$ cat src/rtl/intprio_pkg.sv
// intprio shared definitions: default vector base,
// per-channel vector computation and channel index width.
package intprio_pkg;

   localparam logic [15:0] DEF_VBASE = 16'h7F00;

   // Channel index width, never narrower than one bit
   function automatic int chan_w(input int n);
      return (n > 1) ? $clog2(n) : 1;
   endfunction

   // Vector address of channel i; caller truncates to PC width
   function automatic logic [31:0] vector(
      input logic [31:0] base,
      input int unsigned i,
      input int unsigned shift
   );
      return base + (32'(i) << shift);
   endfunction

endpackage

$ cat src/rtl/intprio_prio_enc.sv
// intprio lowest-index priority encoder.
// Gives the winning index and its one-hot form.
module prio_enc
   import intprio_pkg::*;
#(
   parameter int NCHAN = 4
) (
   input  logic [NCHAN-1:0]          req,
   output logic                      any,
   output logic [chan_w(NCHAN)-1:0]  idx,
   output logic [NCHAN-1:0]          onehot
);

   localparam int IW = chan_w(NCHAN);

   // Isolate the lowest set bit and find its index
   always_comb begin
      any    = |req;
      onehot = req & (~req + NCHAN'(1));
      idx    = '0;
      for (int i = NCHAN - 1; i >= 0; i--) begin
         if (req[i]) idx = IW'(i);
      end
   end

endmodule

$ cat src/rtl/intprio.sv
// intprio: multi-channel prioritised interrupt controller.
// Redirects the next PC to a channel vector at instruction boundaries.
module intprio
   import intprio_pkg::*;
#(
   parameter int              NCHAN  = 4,
   parameter int              PCW    = 16,
   parameter logic [PCW-1:0]  VBASE  = PCW'(DEF_VBASE),
   parameter int              VSHIFT = 4
) (
   input  logic                     clk,
   input  logic                     rst,
   input  logic [PCW-1:0]           pcin,
   input  logic [NCHAN-1:0]         irq,
   input  logic                     ncycle,
   input  logic                     nie,
   input  logic                     nid,
   input  logic                     nis,
   input  logic                     nic,
   input  logic                     nclr,
   input  logic                     nmw,
   input  logic [NCHAN-1:0]         mask_d,
   output logic [PCW-1:0]           pcout,
   output logic                     ienabled,
   output logic                     istatus,
   output logic [chan_w(NCHAN)-1:0] ichan,
   output logic [NCHAN-1:0]         pending
);

   localparam int IW = chan_w(NCHAN);

   logic [NCHAN-1:0] prev;
   logic [NCHAN-1:0] mask;
   logic [NCHAN-1:0] edges;
   logic [NCHAN-1:0] req;
   logic [NCHAN-1:0] win_oh;
   logic [IW-1:0]    win;
   logic             any;
   logic             ready;

   prio_enc #(
      .NCHAN (NCHAN)
   ) u_enc (
      .req    (req),
      .any    (any),
      .idx    (win),
      .onehot (win_oh)
   );

   // Edge detect, request gating and dispatch decision
   always_comb begin
      edges = irq & ~prev;
      req   = (pending | edges) & mask;
      ready = rst & ncycle & ienabled & ~istatus & any;
   end

   // Output mux: vector on dispatch, sequential PC otherwise
   always_comb begin
      pcout = pcin;
      if (ready) begin
         pcout = PCW'(vector(32'(VBASE), 32'(win), 32'(VSHIFT)));
      end
   end

   // Controller state, updated only at instruction boundaries
   always_ff @(posedge clk) begin
      if (!rst) begin
         prev     <= '0;
         pending  <= '0;
         mask     <= '1;
         ienabled <= 1'b0;
         istatus  <= 1'b0;
         ichan    <= '0;
      end else if (ncycle) begin
         prev    <= irq;
         pending <= (pending | edges) & ~(ready ? win_oh : '0);
         if (!nmw) mask <= mask_d;
         if (!nid)      ienabled <= 1'b0;
         else if (!nie) ienabled <= 1'b1;
         if (ready) begin
            istatus <= 1'b1;
            ichan   <= win;
         end else if (!nic || !nclr) begin
            istatus <= 1'b0;
         end else if (!nis) begin
            istatus <= 1'b1;
         end
      end
   end

endmodule
$ cat config.mk
export PLATFORM = sky130hd
export DESIGN_NAME = intprio
export DESIGN_NICKNAME = d
export VERILOG_FILES = /design/src/rtl/intprio_pkg.sv /design/src/rtl/intprio_prio_enc.sv /design/src/rtl/intprio.sv
export SDC_FILE = /design/constraint.sdc
export NUM_CORES = 1
export LEC_CHECK = 0
export ABC_AREA = 1
export ABC_CLOCK_PERIOD_IN_PS = 1400
export CAP_MARGIN = 5
export CORE_UTILIZATION = 32
export CTS_BUF_LIST = sky130_fd_sc_hd__clkbuf_16
export CTS_CLUSTER_DIAMETER = 120
export DETAILED_ROUTE_END_ITERATION = 7
export GPL_ROUTABILITY_DRIVEN = 1
export PLACE_DENSITY = 0.74
export SYNTH_ARGS = -nofsm -noshare
export SYNTH_HDL_FRONTEND = slang
export SYNTH_SLANG_ARGS = --single-unit
$ cat constraint.sdc
create_clock -name clk -period 1.4 [get_ports clk]
set_clock_uncertainty 0.1 [all_clocks]
set_input_delay 0.21 -clock clk [delete_from_list [all_inputs] [get_ports clk]]
set_output_delay 0.21 -clock clk [all_outputs]
set_load 0.1 [all_outputs]
== Yosys cells after proc, flatten, opt, wreduce, memory -nomap -nowiden ==
Cells that the tools add are included.

* $add $sub $neg: 2
* $mul: 0
* Divide/modulo/power cells: 0
* $lt $le $gt $ge: 0
* Equality and inequality tests: 2
* Shift operators: 0
* Multiplexer cells: 11
* Bitwise operators: 14
* Reduce and logical (&&, ||, !) cells: 8

{| class="wikitable"
|+ Operator list
! operator !! count
|-
| 15-bit by 6-bit adder with 16-bit output, first input constant || 1
|-
| 4-bit AND || 4
|-
| 16-bit 2-to-1 mux || 1
|-
| 4-bit inverter || 3
|-
| 2-bit 2-to-1 mux || 4
|-
| 2-bit AND reduction || 4
|-
| 1-bit 2-to-1 mux || 5
|-
| 4-bit by 1-bit adder with 4-bit output, second input constant || 1
|-
| 1-bit AND || 4
|-
| 4-bit 2-to-1 mux || 1
|-
| 4-bit bitwise OR || 1
|-
| 4-bit OR reduction || 1
|-
| 3-bit by 1-bit inequality test with 1-bit output, second input constant || 1
|-
| 1-bit logical NOT || 2
|-
| 2-bit inequality test, second input constant || 1
|-
| 1-bit inverter || 2
|-
| 1-bit logical OR || 1
|}

* Register bits after elaboration: 16
* Latch bits: 0
* Memory bits (writable): 0
* Bits in read-only memories: 0
* Output and inout port bits: 24
* Logic and storage cells: 43
* Memories: 0

== Longest topological paths before layout ==
* Depth in word-level cells: 10
* Depth in mapped cells: 10
* Depth with buffers taken out: 9

== By module ==
From an unflattened synthesis, not the netlist that was laid out.

* Cells, all modules: 150
* Area, all modules: 934.6 um^2

{| class="wikitable"
|+ By module, submodules not included
! module !! times used !! cells each !! area an instance (um^2) !! seq. area each (um^2)
|-
| intprio || 1 || 135 || 869.6 || 320.3
|-
| prio_enc || 1 || 15 || 65.1 || 0.0
|}

== Worst setup path before layout ==
No wires, ideal clock.

* Path kind: flip-flop to output port
* Start point: register ienabled
* End point: output pcout[4]
* Arrival time: 2955 ps
* Data required time: 1090 ps
* Setup slack: -1865 ps
* Cell stages (with the launch flop): 8
* Path through: dfxtp_1 nand3_1 nor2_2 o21ai_4 inv_4 buf_6 nor2_1 nor2_1

* Cells in the longest elaborated chain, start to end: 4

{| class="wikitable"
|+ Ends and longest elaborated chain
! what !! RTL line !! text
|-
| from (decl) || intprio.sv:24 || <nowiki>output logic ienabled,</nowiki>
|-
| from (signal assigned) || intprio.sv:71 || <nowiki>ienabled <= 1'b0;</nowiki>
|-
| from (signal assigned) || intprio.sv:78 || <nowiki>if (!nid) ienabled <= 1'b0;</nowiki>
|-
| from (signal assigned) || intprio.sv:79 || <nowiki>else if (!nie) ienabled <= 1'b1;</nowiki>
|-
| 1-bit AND (3 in a row) || intprio.sv:54 || <nowiki>ready = rst & ncycle & ienabled & ~istatus & any;</nowiki>
|-
| 16-bit 2-to-1 mux || intprio.sv:60 || <nowiki>if (ready) begin</nowiki>
|-
| to (decl) || intprio.sv:23 || <nowiki>output logic [PCW-1:0] pcout,</nowiki>
|}

Every way passes these cells.

== Final worst setup path ==
* Start point: register prev[2]
* End point: output pcout[9]

* Cells in the longest elaborated chain, start to end: 9

{| class="wikitable"
|+ Ends and longest elaborated chain
! what !! RTL line !! text
|-
| from (decl) || intprio.sv:32 || <nowiki>logic [NCHAN-1:0] prev;</nowiki>
|-
| from (signal assigned) || intprio.sv:75 || <nowiki>prev <= irq;</nowiki>
|-
| 4-bit inverter * || intprio.sv:52 || <nowiki>edges = irq & ~prev;</nowiki>
|-
| 4-bit AND * || intprio.sv:52 ||
|-
| 4-bit bitwise OR * || intprio.sv:53 || <nowiki>req = (pending | edges) & mask;</nowiki>
|-
| 4-bit AND * || intprio.sv:53 ||
|-
| 2-bit 2-to-1 mux (3 in a row) || intprio_prio_enc.sv:22 || <nowiki>if (req[i]) idx = IW'(i);</nowiki>
|-
| 15-bit by 6-bit adder with 16-bit output || intprio_pkg.sv:18 || <nowiki>return base + (32'(i) << shift);</nowiki>
|-
| 16-bit 2-to-1 mux * || intprio.sv:60 ||
|}

Every way passes the cells marked *; elsewhere a longest branch is shown, timed or not.

==> impl_metrics.json <==
{
  "start_util": 0.347,
  "stdcell_count": 245,
  "syn_area_per_cell_sq_um": 7.06,
  "power_frac_comb": 0.469,
  "cts_hold_buf": 0,
  "p_int_mw": 1.26,
  "violations": "design-rule violations, negative setup slack",
  "antenna_found_initial": 0,
  "drt_iter0_drc": 33,
  "port-buffer-count": 56,
  "die_area_sq_um": 2950,
  "dr.pass1.iters": 7,
  "synth_nets": 157,
  "grt_pass1_wl_mm": 5.45,
  "clock-sinks": 16,
  "grt_pass1_vias": 1125,
  "netSwitchingFraction": 0.381,
  "dp_cells": 232,
  "cts_buffers": 3,
  "syn_to_final_growth_pct": 158,
  "worstSkewPairLatency_ns": 0.25,
  "dpl.hpwl_mm": 2.56,
  "hp-class": "primary input to flop",
  "yosys-top-cells-area": "dfxtp_1 37%, nand2_1 7.3%, nor2_1 6.9%",
  "synth_top_cell_by_area": "dfxtp_1",
  "grt_overflow": 0,
  "worst_slew_pin_slew_ns": 0.356,
  "post-route-period-util": 1.43,
  "tritoncts": "done",
  "grt_max_degree": 16,
  "wirelength_mm": 4.78,
  "vdd.ir_drop.worst_mv": 0.907,
  "synthCells": 124,
  "drive_gt1_frac": 0.586,
  "max_stage_delay_ns": 0.32,
  "layout_min_cycle_time_ns": 2.00,
  "synth_top_area_frac": 0.366,
  "worstPathRequired_ns": 1.09,
  "final_antenna_net_count": 0,
  "report.final.slew_viol_count": 0,
  "ys_ff_latch": 16,
  "max_cap_violations": 0,
  "ys_warn_count": 0,
  "finalHoldViolCount": 0,
  "std_cell_rows": 18,
  "vias": 1240,
  "switching_power_mw": 0.776,
  "final_util": 0.897,
  "grtUsageTotal": 0.270,
  "die_w_um": 54.3,
  "fmax_mhz": 501,
  "maxSlewHeadroom": 0.760,
  "drc": 2,
  "yosysSeqAreaShare": 0.366,
  "path_buf_inv": 3,
  "worstSetupEndpointType": "primary output",
  "status": "complete, but fails checks",
  "crit_chain": "inv_2, nand2_2, nand2_2, nand2_2, nand2_2, o21ai_4, inv_4, or2_2, buf_12",
  "post_dp_cell_area_sq_um": 2010,
  "diodes": 0,
  "core_area_sq_um": 2520,
  "cp.arrival_ns": 1.69,
  "chipHeight_um": 54.3,
  "total_leakage_power_nw": 1.03,
  "synth_area_sq_um": 876,
  "criticalPathCategory": "flop to primary output",
  "register_area_sq_um": 343,
  "crit_fanout": 9,
  "final_cell_mix": "27 x buf_4, 26 x clkdlybuf4s50_1, 25 x buf_12",
  "finalNetCount": 249,
  "seq_power_share": 0.247,
  "nFillCells": 115,
  "ys_types": 23,
  "ctsHtreeMaxLevel": 1,
  "ios": 57,
  "layout_setup_ws_ns": -0.596,
  "p_clk_frac": 0.284,
  "routed_via_density": 5.06,
  "setup-violations-final": 21,
  "cp-start-kind": "flop",
  "final_common_cell": "buf_4",
  "final_cell_area_sq_um": 2260,
  "multi_input_area_sq_um": 628,
  "clkTransAtPathRegs_ns": 0.05,
  "cpLargestDelayFamily": "simple AND/OR/NAND/NOR gates",
  "clock_path_buffers": 2,
  "place.gp.congestion": 0.826,
  "p_per_area_nw_per_um2": 899,
  "crit_top_cell": "nand2_2",
  "root_buffer": "clkbuf_16",
  "power_mw": 2.04,
  "wire_per_inst_um": 19.5,
  "rsz0062_at_grt": "yes",
  "cp_slowest_cell": "dfxtp_2"
}
metal layers:
| layer | vias to the layer above | global-route usage | part of all wire |
|---|---|---|---|
| met5 | - | 0 | 0 |
| met4 | 0 | 0.0897 | 0.028 |
| li1 | 572 | - | - |
| met3 | 15 | 0.0694 | 0.051 |
| met2 | 53 | 0.480 | 0.52 |
| met1 | 600 | 0.310 | 0.40 |
cells by family after synthesis:
family / share of synthesized area
and+or+nand+nor: 0.361
buffers and inverters: 0.120
AOI/OAI and AO/OA: 0.153
DFF: 0.366
tightest hold or removal path: cells and delay by family:
| family | cells | cell delay (ns) |
|---|---|---|
| buffers and inverters | 1 | 0.23 |
| AO/OA/AOI/OAI | 2 | 0.20 |
power by group through the flow:
stage          Sequential, mW  Combinational (mW)  Clock, mW
2_1_floorplan           0.598               0.375          0
3_3_place_gp            0.508               0.825          0
3_5_place_dp            0.510               0.843          0
4_1_cts                 0.502               0.859      0.578
5_1_grt                 0.506               0.981      0.598
6_report                0.504               0.954      0.578
timing repair:
item                       in CTS  in global routing
setup endpoints to repair      20                 22
gates resized for setup        16                 25
buffers inserted                6                  6
pin swaps                       4                  4
cloned                          0                  0
worst paths after layout:
check / slack, ns / start / cells past startpoint / endpoint
worst min-delay path: 0.33 / irq[1] / 3 / prev[1]
worst max register to register: -0.21 / prev[2] / 10 / pending[3]
worst min register to register: 0.36 / prev[3] / 2 / prev[3]
worst max-delay path: -0.60 / prev[2] / 9 / pcout[9]
cells in the mapped netlist (all sizes together):
master / count
buf: 2
inv: 21
nand2: 29
a21boi: 1
dfxtp: 16
clkbuf: 2
nor2: 17
o21ai: 8
nand4: 2
o2111ai: 1
or2: 7
o211ai: 2
a21oi: 8
o221a: 1
nand3: 7
flip-flops by register name, indices dropped and copies added (netlist names):
name      cells
mask          4
pending       4
prev          4
ichan         2
ienabled      1
istatus       1
per-stage QoR:
stage	hold slack [ns]	setup slack (ns)	TNS, ns
after floorplan	0.236	-0.585	-7.57
after global placement	0.342	-0.581	-12.21
after detailed placement	0.350	-0.616	-13.05
after CTS	0.314	-0.507	-7.98
after global routing	0.376	-0.635	-10.28
final	0.334	-0.596	-9.43
cell type report:
| cell class | count | area share |
|---|---|---|
| Inverter | 21 | 0.0359 |
| Timing Repair Buffer | 91 | 0.484 |
| Clock buffer | 3 | 0.0332 |
| Tap cell | 30 | 0.0166 |
| Sequential cell | 16 | 0.151 |
| Clock inverter | 1 | 0.00166 |
| Multi-Input combinational cell | 83 | 0.278 |
No activity file was read; power rests on OpenSTA's default activity.
